File: config.mk
export PLATFORM = sky130hd
export DESIGN_NAME = pipe_stage_ctrl
export DESIGN_NICKNAME = d
export VERILOG_FILES = /design/src/rtl/pipe_stage_ctrl.sv
export SDC_FILE = /design/constraint.sdc
export NUM_CORES = 1
export LEC_CHECK = 0
export BUFFER_PORTS_ARGS = -buffer_cell sky130_fd_sc_hd__buf_2
export CELL_PAD_IN_SITES_DETAIL_PLACEMENT = 2
export CELL_PAD_IN_SITES_GLOBAL_PLACEMENT = 2
export CORE_ASPECT_RATIO = 1.25
export CORE_UTILIZATION = 26
export CTS_CLUSTER_SIZE = 30
export DETAILED_ROUTE_END_ITERATION = 7
export PLACE_DENSITY_LB_ADDON = 0.1
export SLEW_MARGIN = 20
export SYNTH_ARGS = -nofsm -noshare
export SYNTH_HDL_FRONTEND = slang
export SYNTH_SLANG_ARGS = --single-unit
File: constraint.sdc
create_clock -name clk -period 2.65 [get_ports clk]
set_clock_uncertainty 0.05 [all_clocks]
set_input_delay 0.795 -clock clk [delete_from_list [all_inputs] [get_ports clk]]
set_output_delay 0.795 -clock clk [all_outputs]
set_load 0.1 [all_outputs]
File: src/rtl/pipe_stage_ctrl.sv
// rtl/pipe_stage_ctrl.sv - single pipeline-stage controller with payload register
// Valid/allowin handshake on both sides, per-item countdown stall, flush, retired counter.
module pipe_stage_ctrl #(
  parameter int WIDTH = 32,
  parameter int CW    = 4,
  parameter int RCW   = 16
) (
  input  logic             clk,
  input  logic             rst,
  input  logic             in_valid,
  input  logic [WIDTH-1:0] in_data,
  input  logic [CW-1:0]    in_cycles,
  output logic             allowin,
  output logic             out_valid,
  output logic [WIDTH-1:0] out_data,
  input  logic             down_allowin,
  input  logic             flush,
  output logic [RCW-1:0]   retired
);

  localparam logic [CW-1:0]  CNT_ONE = CW'(1);
  localparam logic [RCW-1:0] RET_ONE = RCW'(1);

  logic             valid;
  logic [WIDTH-1:0] data;
  logic [CW-1:0]    cnt;
  logic [RCW-1:0]   ret_cnt;
  logic             ready_go;
  logic             accept;
  logic             leave;

  assign ready_go  = valid & (cnt == '0);
  assign out_valid = ready_go;
  assign allowin   = ~valid | (ready_go & down_allowin) | flush;
  assign accept    = in_valid & allowin & ~flush;
  assign leave     = ready_go & down_allowin & ~flush;
  assign out_data  = data;
  assign retired   = ret_cnt;

  // Accept takes priority over leave so a departing item is replaced on the same edge.
  always_ff @(posedge clk) begin
    if (rst) begin
      valid <= 1'b0;
      cnt   <= '0;
    end else if (flush) begin
      valid <= 1'b0;
      cnt   <= '0;
    end else if (accept) begin
      valid <= 1'b1;
      cnt   <= in_cycles;
    end else if (leave) begin
      valid <= 1'b0;
    end else if (valid && cnt != '0) begin
      cnt <= cnt - CNT_ONE;
    end
  end

  // Payload bank loads only on accept and otherwise holds, including across flush.
  always_ff @(posedge clk) begin
    if (rst) begin
      data <= '0;
    end else if (accept) begin
      data <= in_data;
    end
  end

  always_ff @(posedge clk) begin
    if (rst) begin
      ret_cnt <= '0;
    end else if (leave) begin
      ret_cnt <= ret_cnt + RET_ONE;
    end
  end

endmodule

== Word-level counts from Yosys, hierarchy flattened ==
Index checks and enable logic that the tools add are counted.
Storage, ports and cells
  output and inout port bits: 50
  bits in registers: 53
  word-level logic and storage cells: 28
Operators by class
  bitwise gates (word level): 9
  equality and inequality tests: 1
  mux-type cells: 5
  $add $sub $neg: 2
  reduce and logical (&&, ||, !) cells: 7
Operator list (number)
  $add 16x1->16 const B: 1
  $mux 4: 3
  $and 1x1->1: 5
  $logic_not 4->1: 1
  $reduce_bool 2->1: 2
  $reduce_bool 4->1: 1
  $sub 4x1->4 const B: 1
  $mux 1: 2
  $ne 2x2->1 const B: 1
  $not 1->1: 2
  $or 1x1->1: 2
  $reduce_and 2->1: 1
  $reduce_or 2->1: 1
  $logic_and 1x1->1: 1

== Depth between registers and ports, before layout ==
Gate-level depths: netlist of the first run.
  depth after elaboration: 9
  gate-level depth with buffers: 8

== Worst setup path before layout of the first run ==
OpenSTA, ideal clock, no wires.
  path kind: input-to-output
  start point: input flush
  end point: output allowin
  slack: 0.062 ns
  arrival time: 1.743 ns
  data required time: 1.805 ns
  buffers on the path: 1
  cell stages on the path: 3
  cells stage by stage: clkbuf_1 -> nor2b_1 -> nand2_1
On the way
  cells in the longest elaborated chain, start to end: 1
RTL lines
  start, declared: RTL line 17  | input logic flush,
  $or 1x1->1: RTL line 34  | assign allowin = ~valid | (ready_go & down_allowin) | flush;
  end, declared: RTL line 13  | output logic allowin,
No other way between the ends.

== Worst setup path in the final report of the first run ==
  start point: register cnt[0]
  end point: output out_valid
On the way
  cells in the longest elaborated chain, start to end: 2
RTL lines
  start, declared: RTL line 26  | logic [CW-1:0] cnt;
  start signal, assigned: RTL line 50  | cnt <= in_cycles;
  start signal, assigned: RTL line 54  | cnt <= cnt - CNT_ONE;
  $logic_not 4->1: RTL line 32  | assign ready_go = valid & (cnt == '0);
  $and 1x1->1: RTL line 32
  end, declared: RTL line 14  | output logic out_valid,
No other way between the ends.

==> results of run 1 <==
[state kept, by name, summed over array words and instances (netlist names)]
name,count
out_data,32
cnt,4
retired,16
valid,1
[cell type report]
type                       instances  area share
clock buffer                       6      0.0278
timing repair buffer              98       0.186
sequential                        53       0.358
multi-input combinational        198       0.369
clock inverter                     2      0.0127
tap                               97      0.0409
inverter                           4     0.00506
[metrics by stage]
| step | setup slack, ns | util | power (µW) |
|---|---|---|---|
| floorplan | 0.0621 | - | 1110 |
| global placement | 0.307 | 0.343 | 1210 |
| detailed placement | 0.289 | 0.343 | 1210 |
| CTS | 0.0626 | 0.357 | 1820 |
| global route | 0.0864 | 0.358 | 1870 |
| finish | 0.203 | 0.358 | 1790 |
[timing repair]
action / 4_1_cts / 5_1_grt
setup endpoints to repair: 0 / 1
hold buffers: 0 / 0
gates resized for setup: 0 / 1
[power groups by stage]
stage	Combinational (µW)	Sequential, µW	Clock [µW]
final	353	838	599
after global routing	373	843	649
after CTS	358	839	627
after detailed placement	357	857	0
after global placement	350	856	0
after floorplan	92.9	1020	0
[per-layer routing]
layer  GRT usage  vias to the layer above
li1            -                     1094
met5           0                        -
met2       0.298                       51
met1       0.174                     1070
met3      0.0282                        9
met4      0.0654                        0
[final timing paths]
kind / startpoint / to / depth (start not counted)
setup / recovery: cnt[0]$_SDFFE_PP0P_ / out_valid / 5
setup reg to reg: cnt[0]$_SDFFE_PP0P_ / retired[14]$_SDFFE_PP0P_ / 6
hold reg to reg: out_data[24]$_SDFFE_PP0P_ / out_data[24]$_SDFFE_PP0P_ / 2
hold / removal: out_data[24]$_SDFFE_PP0P_ / out_data[24]$_SDFFE_PP0P_ / 2
[cell families after synthesis]
logic type | synth area share
and+or+nand+nor | 0.292
AOI/OAI and AO/OA | 0.130
DFF | 0.476
buffers and inverters | 0.0360
xor gates and xnor gates | 0.0393
adders and majority gates | 0.0169
muxes | 0.00955
[synthesized netlist by cell type (all sizes together) (3+ instances only)]
master,n
clkbuf,12
dfxtp,53
nand3,7
nand4b,3
or3,3
and2,3
o21ai,5
nor3,5
ha,3
a21oi,43
xnor2,8
nor4,3
a2111oi,3
buf,4
nand2,72
nor2,15
inv,4
[worst max-delay path, cell delays in order (launching register included)]
cell	delay [ns]
dfxtp_1	0.32
inv_1	0.11
ha_1	0.24
nor3b_2	0.24
and2_1	0.20
buf_12	0.18
==> results by group, run 1 <==
Pwr
  – Peak supply drop: 224 µV
  – Seq pwr share: 0.468
  – Clk pwr share: 0.335
  – Switching share of power: 0.322
  – Pint: between 1000 and 1500 µW
  – Pwr/cell area: roughly 600 mW/mm²
  – Leak: ~0.0013 µW
  – Net Sw Power: 577 µW
  – Power share of the combinational group: 0.197

CTS
  – Worst-Skew Late Latency: around 0.32 ns
  – Root buffer cell: clkbuf_8
  – Setup bufs post-CTS: 0
  – Number of buffers created by CTS: 5
  – H-tree levels: 2
  – Buffer depth of the longest clock path: 2
  – Total clock sinks: 53
  – CTS tree: done
  – CTS clk-pin slew, worst paths: ~0.1 ns

Logic synthesis
  – Synth top area share: 0.476
  – Synth top area cells: dfxtp_1 (48%), nand2_1 (12%), a21oi_1 (9.7%), xnor2_1 (3.1%), nor2_1 (2.5%)
  – Syn_nets: about 320
  – Post-Syn Area: 0.00223 mm²
  – Leading area contributor after synthesis: dfxtp_1
  – Syn Inst Count: about 270
  – Async SR Flop Fraction: 0
  – Distinct cells, synth: 39
  – Seq/Total Area, Yosys: 0.476
  – Avg Cell Area, Syn: just over 8 µm²
  – Top FF cell, synth: dfxtp_1
  – Number of enable flip-flop cells after synthesis: 0
  – Synth Register Bits: 53
  – Total number of yosys warnings: 0

Global route
  – Largest net degree at the start of global routing: 34
  – Initial antenna violation count: 0
  – GRT overflow: 0
  – First-pass GRT wire length: between 10000 and 15000 µm
  – Total track usage: 0.159
  – Vias in the first global route: ~2300

Place
  – Port bufs: 90
  – Placed insts: between 400 and 500
  – HPWL after detailed placement: slightly above 5000 µm
  – Placer Congestion: approximately 0.72
  – Cell Area, Placed: between 0.002 and 0.003 mm²

Setup path
  – Critical path peak fanout: 5
  – Setup crit end kind: primary output
  – Required time of the critical path: ~1.8 ns
  – R2r setup slk: 0.56 ns
  – Arr. time, crit path: between 1.5 and 2 ns
  – Critical Path Start Type: flip-flop
  – Kind of critical path: flip-flop to primary output

Routing
  – Remaining antenna violation count after routing: 0
  – Via count: around 2200
  – Final WL: between 6000 and 7000 µm
  – Met3 wire length: roughly 270 µm
  – Max layer used: met4
  – Post-Route M1 WL: ~2800 µm
  – Initial DRC Count: 53
  – Via density: between 4 and 5
  – Pre-antenna DRT Iters: 8
  – Wire length on met2: 3650 µm
  – Per-cell routed wire length: between 10 and 15 µm
  – DRC: 2

Timing
  – Tmin final: 2.45 ns
  – Period utilization: 0.923
  – Max Freq: ~0.41 GHz
  – Hold WS: approximately 0.41 ns
  – Slew headroom: 0.665
  – Setup TNS Final: 0 ns
  – Final Hold Viols: 0
  – Max Slew Vio Count: 0
  – Number of setup violations in the final report: 0
  – Unrepaired setup endpoints after global routing: false
  – Worst slew pin tran: around 0.5 ns

Layout
  – Final net count: just over 400
  – Design Area, Final: roughly 0.0030 mm²
  – Most frequent cells in the layout: buf_2 (88), nand2_1 (72), dfxtp_1 (53)
  – Multi-input gate area: roughly 0.0011 mm²
  – Syn-to-layout area delta: 33.1%
  – Storage element area: between 0.001 and 0.0015 mm²
  – Most common cell after layout, fill and taps aside: buf_2
  – Non-Filler Instances: between 400 and 500
  – # diodes: 0
  – Fill cells: 998
  – Proportion of layout cells with a drive suffix above 1: 0.305

Floorplanning
  – Die Ht: between 100 and 150 µm
  – Initial Util: 0.269
  – Row count: 37
  – Die area: 0.00894 mm²
  – Chip Width: between 80 and 90 µm
  – Core region area: about 0.0083 mm²
  – I/O pins: between 90 and 100

Worst hold path
  – Hold Crit Class: flip-flop to flip-flop

Outcome
  – Failing checks: design-rule violations
  – Outcome: finished with violations

Job
  – Max-Cap Viols: 0
No activity file was read; power rests on OpenSTA's default activity.
==> inputs of run 2 (changes only) <==
Settings changed: CELL_PAD_IN_SITES_DETAIL_PLACEMENT 2 to 0, CELL_PAD_IN_SITES_GLOBAL_PLACEMENT 2 to 1, CORE_UTILIZATION 26 to 34.
==> run 2 against run 1 <==
  * The flow now finishes without violations
  * Wire length is 21% lower
  * First-iteration DRC count rose by 21%
  * Sequential share of layout area is 0.85 points higher
  * Clock power shrank 25%
  * Register-to-register slack about the same
  * Sequential power about the same
  * Final cell count shrank 3.1%
  * Critical path type unchanged
==> results by group, run 2 (same netlist as run 1, synthesis figures left out) <==
Pwr
  – Clk pwr share: 0.277 (-0.058)
  – Leak: 0.00125 µW (-1.7%)
  – Seq pwr share: 0.514 (+0.046)
  – Peak supply drop: 262 µV (+17%)
  – Switching share of power: 0.321 (-0.00166)
  – Pwr/cell area: 562 mW/mm² (-6.8%)
  – Net Sw Power: 522 µW (-9.5%)
  – Power share of the combinational group: 0.208 (+0.011)
  – Pint: 1110 µW (-8.8%)

Layout
  – Multi-input gate area: 0.00109 mm² (unchanged)
  – # diodes: 0 (unchanged)
  – Max reg flops: 32 (unchanged)
  – Fill cells: 663 (-34%)
  – Most common cell after layout, fill and taps aside: buf_2
  – Most frequent cells in the layout: buf_2 (88), nand2_1 (72), dfxtp_1 (53)
  – Storage element area: 0.00106 mm² (unchanged)
  – Final core utilization: 0.464 (+0.106)
  – Final net count: 403 (-0.25%)
  – Non-Filler Instances: 444 (-3.1%)
  – Syn-to-layout area delta: 30.1%
  – Proportion of layout cells with a drive suffix above 1: 0.298 (-0.00666)

Timing
  – Number of setup violations in the final report: 0 (unchanged)
  – Period utilization: 0.938 (+0.0148)
  – Tmin final: 2.49 ns (+0.0393 ns)
  – Max Freq: 0.402 GHz (-1.6%)
  – Final Hold Viols: 0 (unchanged)
  – Unrepaired setup endpoints after global routing: false
  – Worst slew pin tran: 0.528 ns (+0.0215 ns)
  – Hold WS: 0.403 ns (-0.00386 ns)
  – Slew headroom: 0.648 (-0.0167)
  – Max Slew Vio Count: 0 (unchanged)
  – Setup TNS Final: 0 ns (unchanged)

Setup path
  – Kind of critical path: flip-flop to primary output
  – Crit path largest cell delay: 0.31 ns (about the same)
  – R2r setup slk: 0.56 ns (about the same)
  – Required time of the critical path: 1.81 ns (about the same)
  – Arr. time, crit path: 1.64 ns (+0.04 ns)
  – Buffers and inverters on the worst path: 2 (unchanged)
  – Worst-path cell chain: inv_1 -> ha_1 -> nor3b_2 -> and2_1 -> buf_12
  – End of the worst register-to-register path: retired[12]$_SDFFE_PP0P_
  – Critical Path Start Type: flip-flop
  – Critical path peak fanout: 5 (unchanged)
  – CP Launch Point: cnt[0]$_SDFFE_PP0P_
  – Worst Reg-to-Reg Cells: 6 (unchanged)
  – Setup crit end kind: primary output
  – Reg2reg start: cnt[0]$_SDFFE_PP0P_
  – Worst path slowest cell: dfxtp_1
  – Total stage count of the critical path: 5 (unchanged)
  – Crit path to: out_valid
  – CP top delay family: simple AND/OR/NAND/NOR gates

Floorplanning
  – Row count: 32 (-14%)
  – I/O pins: 91 (unchanged)
  – Chip Width: 74.4 µm (-12%)
  – Initial Util: 0.357 (+0.0878)
  – Die Ht: 92.5 µm (-12%)
  – Core region area: 0.00625 mm² (-25%)
  – Die area: 0.00688 mm² (-23%)

Place
  – Placed insts: 437 (-2.9%)
  – Port bufs: 90 (unchanged)
  – HPWL after detailed placement: 3950 µm (-22%)
  – Placer Congestion: 0.739 (+2.8%)

Routing
  – Via count: 2100 (-5.6%)
  – Via density: 4.73 (-2.6%)
  – Per-cell routed wire length: 12.1 µm (-19%)
  – DRC: 0 (-2)
  – Remaining antenna violation count after routing: 0 (unchanged)
  – Initial DRC Count: 64 (+21%)
  – Pre-antenna DRT Iters: 4 (-4)
  – Final WL: 5390 µm (-21%)

Global route
  – First-pass GRT wire length: 8830 µm (-21%)
  – GRT overflow: 0 (unchanged)
  – Largest net degree at the start of global routing: 28 (-18%)
  – Vias in the first global route: 1917 (-17%)
  – Initial antenna violation count: 0 (unchanged)
  – Total track usage: 0.164 (+0.00513)

CTS
  – Root buffer cell: clkbuf_8
  – Total clock sinks: 53 (unchanged)
  – Hold-fix buffers, CTS: 0 (unchanged)
  – Number of buffers created by CTS: 5 (unchanged)
  – H-tree levels: 2 (unchanged)
  – Setup bufs post-CTS: 0 (unchanged)
  – CTS tree: done
  – Buffer depth of the longest clock path: 2 (unchanged)
  – Worst-Skew Late Latency: 0.30 ns (-0.02 ns)
  – Post-cts sizing count: 0 (unchanged)
  – CTS clk-pin slew, worst paths: 0.09 ns (about the same)

Outcome
  – Outcome: completed

Job
  – Max-Cap Viols: 0 (unchanged)

Worst hold path
  – Hold Crit Class: flip-flop to flip-flop
-- run 2: changes by cell type in the layout (fill, tap and decap cells not counted), sizes merged --
cell | before | now
buf | 98 | 97
clkbuf | 6 | 7
bufinv | 1 | 0
clkinvlp | 1 | 0
-- run 2: cell type report --
cell class / count / share of cell area
inverters: 4 / 0.00518
multi-input cells: 198 / 0.378
flip-flops and latches: 53 / 0.366
well taps: 85 / 0.0367
repair buffers: 97 / 0.184
clock buffers: 7 / 0.0298
-- run 2: tightest hold or removal path: cells and delay by family, from the launching register on --
family,cells,cell delay (ns)
compound gates,1,0.05
flops,1,0.32
simple gates,1,0.05
-- run 2: how the worst min path moves through the flow --
stage / start / cells after the start / end
after floorplan: cnt[3]$_SDFFE_PP0P_ / 2 / cnt[3]$_SDFFE_PP0P_
after global placement: out_data[9]$_SDFFE_PP0P_ / 2 / out_data[9]$_SDFFE_PP0P_
after detailed placement: out_data[10]$_SDFFE_PP0P_ / 2 / out_data[10]$_SDFFE_PP0P_
after CTS: out_data[10]$_SDFFE_PP0P_ / 2 / out_data[10]$_SDFFE_PP0P_
after global routing: out_data[29]$_SDFFE_PP0P_ / 2 / out_data[29]$_SDFFE_PP0P_
final: out_data[0]$_SDFFE_PP0P_ / 2 / out_data[0]$_SDFFE_PP0P_
-- run 2: through the flow --
stage	setup slack [ns]	instance area, µm²	power, µW
2_1_floorplan	0.0621	2230	1110
3_3_place_gp	0.333	2810	1200
3_5_place_dp	0.307	2810	1200
4_1_cts	0.0175	2890	1650
5_1_grt	0.0573	2900	1710
6_report	0.164	2900	1630
-- run 2: layer usage --
layer  up-vias  track usage  share of wire
met5         -            0              0
met4         0       0.0472          0.011
met3         6       0.0424          0.054
met2        52        0.288           0.50
met1       949        0.192           0.43
li1       1093            -              -
-- run 2: power by group through the flow --
stage               registers, µW  clock network (µW)  logic, µW
finish                        837                 452        340
global route                  842                 509        360
CTS                           838                 473        342
detailed placement            856                   0        341
global placement              855                   0        340
floorplan                    1020                   0       92.9
==> inputs of run 3 (changes only) <==
Settings changed: CORE_MARGIN set to 2.
==> run 3 against run 2 <==
  * Utilization decreased by 0.84 points
  * Highest routed layer unchanged
  * Fmax about the same
  * Die area increased by 4.9%
  * Global-route usage decreased by 1.1 points
  * Design area increased by 1.3%
  * Count of clock-buffer cells in the layout decreased by 2
  * Via count decreased by 0.52%
  * First-iteration DRC count decreased by 1.6%
  * Register-to-register slack about the same
==> results by group, run 3 (same netlist as run 1, synthesis figures left out) <==
Outcome
  – Outcome: completed

Layout
  – Storage element area: 0.00106 mm² (unchanged)
  – Fill cells: 681 (+2.7%)
  – Non-Filler Instances: 446 (+0.45%)
  – Proportion of layout cells with a drive suffix above 1: 0.301 (+0.00279)
  – Syn-to-layout area delta: 31.7%
  – Most frequent cells in the layout: buf_2 (88), nand2_1 (72), dfxtp_1 (53)
  – # diodes: 0 (unchanged)
  – Max reg flops: 32 (unchanged)
  – Final net count: 402 (-0.25%)
  – Multi-input gate area: 0.00109 mm² (unchanged)
  – Most common cell after layout, fill and taps aside: buf_2
  – Final core utilization: 0.455 (-0.00842)

Global route
  – Initial antenna violation count: 0 (unchanged)
  – Met1 GRT Util: 0.179 (-0.0133)
  – Top Usage Layer GRT: met2
  – Met3 GRT Util: 0.0392 (-0.00324)
  – GRT overflow: 0 (unchanged)
  – Routing usage on met2: 0.272 (-0.0154)
  – First-pass GRT wire length: 8960 µm (+1.5%)
  – Total track usage: 0.153 (-0.0109)
  – Vias in the first global route: 1948 (+1.6%)
  – Largest net degree at the start of global routing: 34 (+21%)

Setup path
  – Critical Path Start Type: flip-flop
  – CP top delay family: simple AND/OR/NAND/NOR gates
  – Arr. time, crit path: 1.64 ns (about the same)
  – Kind of critical path: flip-flop to primary output
  – Buffers and inverters on the worst path: 2 (unchanged)
  – Required time of the critical path: 1.81 ns (about the same)
  – Worst-path cell chain: inv_1 -> ha_1 -> nor3b_2 -> and2_1 -> buf_12
  – Setup crit end kind: primary output
  – Critical path peak fanout: 5 (unchanged)
  – Crit path largest cell delay: 0.32 ns (about the same)
  – Worst path slowest cell: dfxtp_1

CTS
  – H-tree levels: 2 (unchanged)
  – Total clock sinks: 53 (unchanged)
  – CTS tree: done
  – Hold-fix buffers, CTS: 0 (unchanged)
  – Buffer depth of the longest clock path: 2 (unchanged)
  – Worst-Skew Late Latency: 0.31 ns (about the same)
  – CTS clk-pin slew, worst paths: 0.10 ns (about the same)
  – Number of buffers created by CTS: 5 (unchanged)
  – Setup bufs post-CTS: 0 (unchanged)
  – Root buffer cell: clkbuf_8

Timing
  – Period utilization: 0.937 (about the same)
  – Unrepaired setup endpoints after global routing: false
  – Max Slew Vio Count: 0 (unchanged)
  – Setup TNS Final: 0 ns (unchanged)
  – Final Hold Viols: 0 (unchanged)
  – Tmin final: 2.48 ns (-0.00171 ns)
  – Worst slew pin tran: 0.513 ns (-0.0153 ns)
  – Max Freq: 0.403 GHz (about the same)
  – Slew headroom: 0.658 (+0.0102)
  – Number of setup violations in the final report: 0 (unchanged)

Pwr
  – Seq pwr share: 0.481 (-0.033)
  – Clk pwr share: 0.324 (+0.047)
  – Leak: 0.00126 µW (+0.68%)
  – Pint: 1180 µW (+7.0%)
  – Switching share of power: 0.321 (about the same)
  – Peak supply drop: 244 µV (-6.8%)
  – Pwr/cell area: 594 mW/mm² (+5.7%)
  – Power share of the combinational group: 0.195 (-0.013)
  – Net Sw Power: 559 µW (+7.0%)

Routing
  – Per-cell routed wire length: 12.2 µm (+0.18%)
  – Via count: 2089 (-0.52%)
  – DRC: 0 (unchanged)
  – Remaining antenna violation count after routing: 0 (unchanged)
  – Via density: 4.68 (-0.97%)
  – Initial DRC Count: 63 (-1.6%)
  – Pre-antenna DRT Iters: 4 (unchanged)
  – Final WL: 5430 µm (+0.63%)

Place
  – HPWL after detailed placement: 3900 µm (-1.3%)
  – Port bufs: 90 (unchanged)
  – Placed insts: 438 (+0.23%)
  – Placer Congestion: 0.740 (about the same)

Floorplanning
  – Row count: 33 (+3.1%)
  – Core region area: 0.00644 mm² (+3.1%)
  – I/O pins: 91 (unchanged)
  – Initial Util: 0.346 (-0.0108)
  – Chip Width: 76.4 µm (+2.7%)
  – Die Ht: 94.5 µm (+2.2%)
  – Die area: 0.00722 mm² (+4.9%)

Worst hold path
  – Hold Crit Class: flip-flop to flip-flop

Job
  – Max-Cap Viols: 0 (unchanged)
==> run 3: changes by cell type in the layout (fill, tap and decap cells not counted) <==
cell / previous run / this run
buf_4: 7 / 5
clkinvlp_4: 0 / 1
bufinv_16: 0 / 1
clkinv_4: 0 / 1
clkbuf_1: 1 / 0
buf_12: 2 / 3
clkbuf_8: 6 / 5
==> run 3: power groups by stage <==
stage | combinational (µW) | sequential [µW] | clock, µW
floorplan | 92.9 | 1020 | 0
global placement | 342 | 855 | 0
detailed placement | 343 | 856 | 0
CTS | 343 | 838 | 587
global route | 365 | 842 | 614
finish | 341 | 838 | 565
==> run 3: path summary, 6_finish.rpt <==
check | from | endpoint | slack, ns | depth (start not counted)
max | cnt[0]$_SDFFE_PP0P_ | out_valid | 0.17 | 5
min | out_data[0]$_SDFFE_PP0P_ | out_data[0]$_SDFFE_PP0P_ | 0.40 | 2
max reg2reg | cnt[0]$_SDFFE_PP0P_ | retired[14]$_SDFFE_PP0P_ | 0.57 | 6
min reg2reg | out_data[0]$_SDFFE_PP0P_ | out_data[0]$_SDFFE_PP0P_ | 0.40 | 2
==> run 3: per-stage QoR <==
| step | setup WS [ns] | hold slack [ns] | total power (µW) | area, µm² |
|---|---|---|---|---|
| 2_1_floorplan | 0.0621 | 0.517 | 1110 | 2230 |
| 3_3_place_gp | 0.318 | 0.389 | 1200 | 2810 |
| 3_5_place_dp | 0.295 | 0.395 | 1200 | 2810 |
| 4_1_cts | 0.0139 | 0.409 | 1770 | 2930 |
| 5_1_grt | 0.0160 | 0.426 | 1820 | 2930 |
| 6_report | 0.166 | 0.403 | 1740 | 2930 |
==> run 3: cell type report <==
type / count / area share
repair buffers: 96 / 0.183
clock inverters: 3 / 0.0158
well taps: 87 / 0.0371
inverters: 4 / 0.00512
multi-input cells: 198 / 0.373
flip-flops and latches: 53 / 0.362
clock buffers: 5 / 0.0235
==> run 3: repair_timing <==
item,in CTS,in global routing
gates resized for setup,0,1
endpoints found under the setup margin,0,1
endpoints found under the hold margin,0,0
==> run 3: layer usage <==
layer	wire length [µm]	up-vias	share of wire
met5	0	-	0
met4	102	0	0.019
met3	308	8	0.057
met2	2590	57	0.48
met1	2430	933	0.45
li1	-	1091	-
==> run 3: tightest hold or removal path, delay by kind of cell, from the launching register on <==
family	cells	cell delay, ns
flip-flops	1	0.32
AND/OR/NAND/NOR	1	0.05
AO/OA/AOI/OAI	1	0.05
